$ cat config.mk
export PLATFORM = sky130hd
export DESIGN_NAME = modulo_registro_ataque
export DESIGN_NICKNAME = d
export VERILOG_FILES = /design/src/rtl/modulo_registro_ataque.sv
export SDC_FILE = /design/constraint.sdc
export NUM_CORES = 1
export LEC_CHECK = 0
export ABC_AREA = 1
export BUFFER_PORTS_ARGS = -buffer_cell sky130_fd_sc_hd__buf_2
export CORE_MARGIN = 5
export CORE_UTILIZATION = 45
export CTS_CLUSTER_SIZE = 12
export DETAILED_ROUTE_END_ITERATION = 8
export PLACE_DENSITY = 0.66
export SYNTH_ARGS = -nofsm -noshare
export SYNTH_HDL_FRONTEND = slang
export SYNTH_SLANG_ARGS = --single-unit
$ cat constraint.sdc
create_clock -name clk -period 4.9 [get_ports clk]
set_input_delay 0.245 -clock clk [delete_from_list [all_inputs] [get_ports clk]]
set_output_delay 0.245 -clock clk [all_outputs]
set_load 0.01 [all_outputs]
$ cat src/rtl/modulo_registro_ataque.sv
// ============================================================================
// modulo_registro_ataque : debounced shot entry into the 35-cell attack matrix
// Rev 1.0
// ============================================================================
`default_nettype none

module modulo_registro_ataque #(
   parameter int DEB_CYCLES = 250000,
   parameter int CNT_W      = 6
) (
   input  logic             clk,
   input  logic             clr,
   input  logic             btn,
   input  logic             enable,
   input  logic [5:0]       hh2,
   input  logic [34:0]      m_po,
   output logic [34:0]      m_at,
   output logic [34:0]      m_hit,
   output logic [1:0]       result,
   output logic [CNT_W-1:0] shots,
   output logic [CNT_W-1:0] hits,
   output logic             game_over,
   output logic             busy
);

   localparam int c_DEB_W = (DEB_CYCLES > 1) ? $clog2(DEB_CYCLES) : 1;
   localparam logic [c_DEB_W-1:0] c_DEB_LAST = c_DEB_W'(DEB_CYCLES - 1);

   typedef enum logic [1:0] {
      S_IDLE     = 2'd0,
      S_EVAL     = 2'd1,
      S_UPDATE   = 2'd2,
      S_WAIT_REL = 2'd3
   } state_t;

   state_t               r_state;
   logic                 r_sync1, r_sync2;
   logic                 r_filt, r_filt_d, r_armed;
   logic [c_DEB_W-1:0]   r_deb_cnt;
   logic [34:0]          r_mask;
   logic                 r_valid, r_shot, r_ship;

   logic [2:0]           w_r, w_c;
   logic                 w_valid;
   logic [5:0]           w_lin, w_idx;
   logic [34:0]          w_mask;
   logic                 w_press;

   function automatic logic [CNT_W-1:0] f_sat_inc(input logic [CNT_W-1:0] v);
      return (&v) ? v : v + 1'b1;
   endfunction

   assign w_r     = hh2[5:3];
   assign w_c     = hh2[2:0];
   assign w_valid = (w_r != 3'd7) && (w_c <= 3'd4);
   assign w_lin   = {1'b0, w_r, 2'b00} + {3'b000, w_r} + {3'b000, w_c};
   assign w_idx   = 6'd34 - w_lin;
   // One-hot cell select; an invalid coordinate selects nothing.
   assign w_mask  = w_valid ? (35'd1 << w_idx) : 35'd0;

   // Only armed once the button has been seen released, so a button held
   // through clr cannot fire until it is let go and pressed again.
   assign w_press   = r_filt & ~r_filt_d & r_armed;
   assign game_over = (m_po != 35'd0) && ((m_po & ~m_hit) == 35'd0);
   assign busy      = (r_state != S_IDLE);

   always_ff @(posedge clk or posedge clr) begin
      if (clr) begin
         r_sync1   <= 1'b1;
         r_sync2   <= 1'b1;
         r_filt    <= 1'b0;
         r_filt_d  <= 1'b0;
         r_armed   <= 1'b0;
         r_deb_cnt <= '0;
      end else begin
         r_sync1  <= btn;
         r_sync2  <= r_sync1;
         r_filt_d <= r_filt;
         r_armed  <= r_armed | (~r_sync2 & ~r_filt);
         if (r_sync2 != r_filt) begin
            if (r_deb_cnt == c_DEB_LAST) begin
               r_filt    <= r_sync2;
               r_deb_cnt <= '0;
            end else begin
               r_deb_cnt <= r_deb_cnt + 1'b1;
            end
         end else begin
            r_deb_cnt <= '0;
         end
      end
   end

   // Shot decision is captured on entry to EVAL and committed on entry to
   // UPDATE, so results appear on the second edge after the press pulse.
   always_ff @(posedge clk or posedge clr) begin
      if (clr) begin
         r_state <= S_IDLE;
         r_mask  <= '0;
         r_valid <= 1'b0;
         r_shot  <= 1'b0;
         r_ship  <= 1'b0;
         m_at    <= '0;
         m_hit   <= '0;
         result  <= 2'b00;
         shots   <= '0;
         hits    <= '0;
      end else begin
         case (r_state)
            S_IDLE: begin
               if (w_press && enable && !game_over) begin
                  r_mask  <= w_mask;
                  r_valid <= w_valid;
                  r_shot  <= |(m_at & w_mask);
                  r_ship  <= |(m_po & w_mask);
                  r_state <= S_EVAL;
               end
            end
            S_EVAL: begin
               if (!r_valid || r_shot) begin
                  result <= 2'b11;
               end else if (r_ship) begin
                  m_at   <= m_at | r_mask;
                  m_hit  <= m_hit | r_mask;
                  result <= 2'b10;
                  shots  <= f_sat_inc(shots);
                  hits   <= f_sat_inc(hits);
               end else begin
                  m_at   <= m_at | r_mask;
                  result <= 2'b01;
                  shots  <= f_sat_inc(shots);
               end
               r_state <= S_UPDATE;
            end
            S_UPDATE: begin
               r_state <= S_WAIT_REL;
            end
            S_WAIT_REL: begin
               if (!r_filt) r_state <= S_IDLE;
            end
            default: begin
               r_state <= S_IDLE;
            end
         endcase
      end
   end

endmodule

`default_nettype wire

==> key figures <==
Placement
  • Post-DP HPWL: 16.3 mm
  • Port bufs: 130
  • Placer Congestion: 0.938

Setup path
  • Family with the most delay on the worst path: simple AND/OR/NAND/NOR gates
  • Critical Path Start Type: input port
  • Flop2flop setup slack: 2.33 ns
  • Req. time, crit path: 5.22 ns
  • Crit-path max cell delay: 0.51 ns
  • Worst R2R Start: m_hit[11]
  • Most frequent CP cell: nand2_1
  • Buf+Inv Stages, Crit Path: 4
  • Worst-path maximum fanout: 34
  • Crit-path cells: buf_2 -> ha_1 -> inv_1 -> fa_1 -> fa_1 -> nand3_1 -> nand2_1 -> nand2_1 -> nand2_2 -> buf_4 -> nand4_1 -> nand2_1 -> nor2_1 -> nand2_1 -> nor2_1 -> nand3_1 -> nand2_1 -> inv_1
  • CP max stage cell: fa_1
  • Critical R2R Capture: r_mask[8]
  • CP arrival: 3.49 ns
  • Worst setup EP type: flip-flop
  • Reg2reg path depth: 12
  • Worst setup path category: input port to flip-flop

Detailed routing
  • Post-DRT Antenna Nets: 0
  • WL per Instance: 17.2 um
  • DRT Pass-1 Iters: 5
  • Initial DRC count: 549
  • Vias: 6760
  • WL final: 21.7 mm
  • # DRC: 0
  • Vias per inst: 5.36

Layout
  • Fraction of layout cells with a size suffix above 1: 19.7%
  • Reg area: 3680 um^2
  • Area growth from synthesis to layout: 18.8%
  • Final net count: 1093
  • Filler cell count: 1535
  • Final Core Density: 54.4%
  • Diode count: 0
  • Multi-input gate area: 3220 um^2
  • Most frequent cells in the layout: dfrtp_1, nand2_1, buf_2
  • Most common cell after layout, fill and taps aside: dfrtp_1

GRT
  • Antenna violations before repair: 0
  • Largest net degree at the start of global routing: 102
  • Grt ovf: 0
  • First-pass GRT wire length: 35.0 mm
  • Number of global-route vias before repair: 6651
  • Total GRT Usage: 22.3%

Clocking
  • Cts bufs inserted: 17
  • Reg clk slew, reported paths: 0.06 ns
  • H-tree Lvls: 4
  • Hold buffer count at cts: 1
  • CTS tree: yes
  • Post-CTS resize count: 0
  • Clock Latency Late Sink: 0.42 ns
  • Setup bufs post-CTS: 0
  • Root buf cell: clkbuf_16
  • CTS Sinks: 147
  • CTS Buffer Depth: 2

Yosys
  • Synth top area cells: dfrtp_1, nand2_1, inv_1, nand4_1, o21ai_0
  • Avg Cell Area, Syn: 8.38 um^2
  • Sequential-to-total area share from yosys stat: 48.6%
  • Synth Register Bits: 147
  • Yosys top cell area share: 47.9%
  • Cells after Synth: 903
  • Mapped Area: 7570 um^2
  • Post-synth cell types: 38
  • Post-synth top area cell: dfrtp_1
  • Ys Warns: 0
  • Net Count, Synth: 967

Timing
  • Clock Skew: 0.00651 ns
  • Fin crit period: 3.17 ns
  • Worst Max-Slew Pin Slew: 1.10 ns
  • Setup violations, final: 0
  • RSZ-0062 raised after global routing: false
  • Max Slew Vio Count: 0
  • F_max: 0.316 GHz
  • Setup TNS: 0 ns
  • Final hold violation count: 0
  • Slew margin rel.: 26.3%
  • Period utilisation layout: 64.7%

Status
  • Outcome: finished, final reports clean

Hold path
  • Hold Crit Class: input port to async pin

Power
  • Leakage power: 4.71 nW
  • Pwr/cell area: 325 nW/um^2
  • Peak supply drop: 0.273 mV

Run
  • Max cap viols: 0

Floorplan
  • Die width: 140 um
  • IO Pins: 131
  • Initial Utilization: 45.8%
  • Num rows: 47
  • Die Y-Extent: 140 um
  • CORE AREA: 16500 um^2
  • DIE AREA: 19500 um^2
-- worst register-to-register path, stage by stage (launching register included) --
cell     delay, ns
dfrtp_1       0.38
inv_1         0.08
nand2_1       0.10
nand2_1       0.14
nor2_1        0.06
nand2_1       0.09
nor2_1        0.06
nand3_1       0.09
nand2_1       0.11
nor2_4        0.72
buf_4         0.41
nand2_1       0.15
o21ai_1       0.11
-- cell families after synthesis --
family,share of synthesized area [%]
and+or+nand+nor,27.1
buffers and inverters,8.83
DFF,48.6
AOI/OAI and AO/OA,10.8
adders and majority gates,3.34
xor gates and xnor gates,1.27
-- area by class of cell --
type	count	share of cell area, %
clock inverters	11	1.66
flip-flops and latches	147	40.9
repair buffers	135	7.68
well taps	220	3.06
multi-input cells	595	35.8
inverters	133	5.61
clock buffers	21	5.23
-- power by group --
group	switching, mW	internal (mW)	total, mW	leakage [nW]
clock	0.516	0.844	1.36	0.296
combinational	0.264	0.0754	0.339	2.56
sequential	0.00172	1.22	1.22	1.85
-- per-stage QoR --
step           power [mW]  hold slack, ns  instances  setup WS (ns)  area [um^2]
6_report             2.92          0.0172       1262           1.73         8990
5_1_grt              3.02           0.120       1262           1.54         8990
4_1_cts              2.93          0.0629       1262           1.77         8990
3_5_place_dp         1.57           0.349       1229           1.37         8360
3_3_place_gp         1.57           0.349       1229           1.41         8360
2_1_floorplan        1.51           0.249        903          0.707         7570
-- cell usage after synthesis --
cell	n
a211oi_1	1
a21oi_1	13
a21oi_2	1
a31oi_1	1
and2_1	1
and3_1	1
buf_2	9
buf_4	4
buf_6	5
clkbuf_1	10
dfrtp_1	145
dfstp_2	2
fa_1	2
ha_1	17
inv_1	130
inv_2	3
nand2_1	142
nand2_2	7
nand2_4	3
nand3_1	66
nand3_2	5
nand3b_1	1
nand4_1	69
nor2_1	94
nor2_2	10
nor2_4	4
nor3_1	13
nor3_2	3
nor3b_1	4
nor4_1	3
o2111ai_1	4
o21ai_0	73
o21ai_1	4
o21bai_1	40
o22a_1	1
or2_2	1
xnor2_1	4
xor2_1	7
-- state kept, by name (all words and copies together) (netlist names), 2 cells and up --
signal and count:
m_hit 35, r_deb_cnt 18, shots 6, r_mask 35
hits 6, r_state 2, m_at 35, result 2
-- worst max path at each step --
stage | start | to | slack, ns | depth (start not counted)
2_1_floorplan | clr | hits[0] | 0.71 | 1
3_3_place_gp | hh2[5] | r_shot | 1.41 | 18
3_5_place_dp | hh2[5] | r_shot | 1.37 | 18
4_1_cts | hh2[5] | r_shot | 1.77 | 18
5_1_grt | hh2[5] | r_ship | 1.54 | 18
6_report | hh2[5] | r_shot | 1.73 | 18
-- per-layer routing --
metal	up-vias	global-route usage [%]	part of all wire [%]
met5	-	0	0
met4	0	7.85	2.4
met3	36	5.35	8.3
met2	267	33.8	44
met1	3210	31.5	45
li1	3247	-	-
Power figures use the tool's default switching activity.
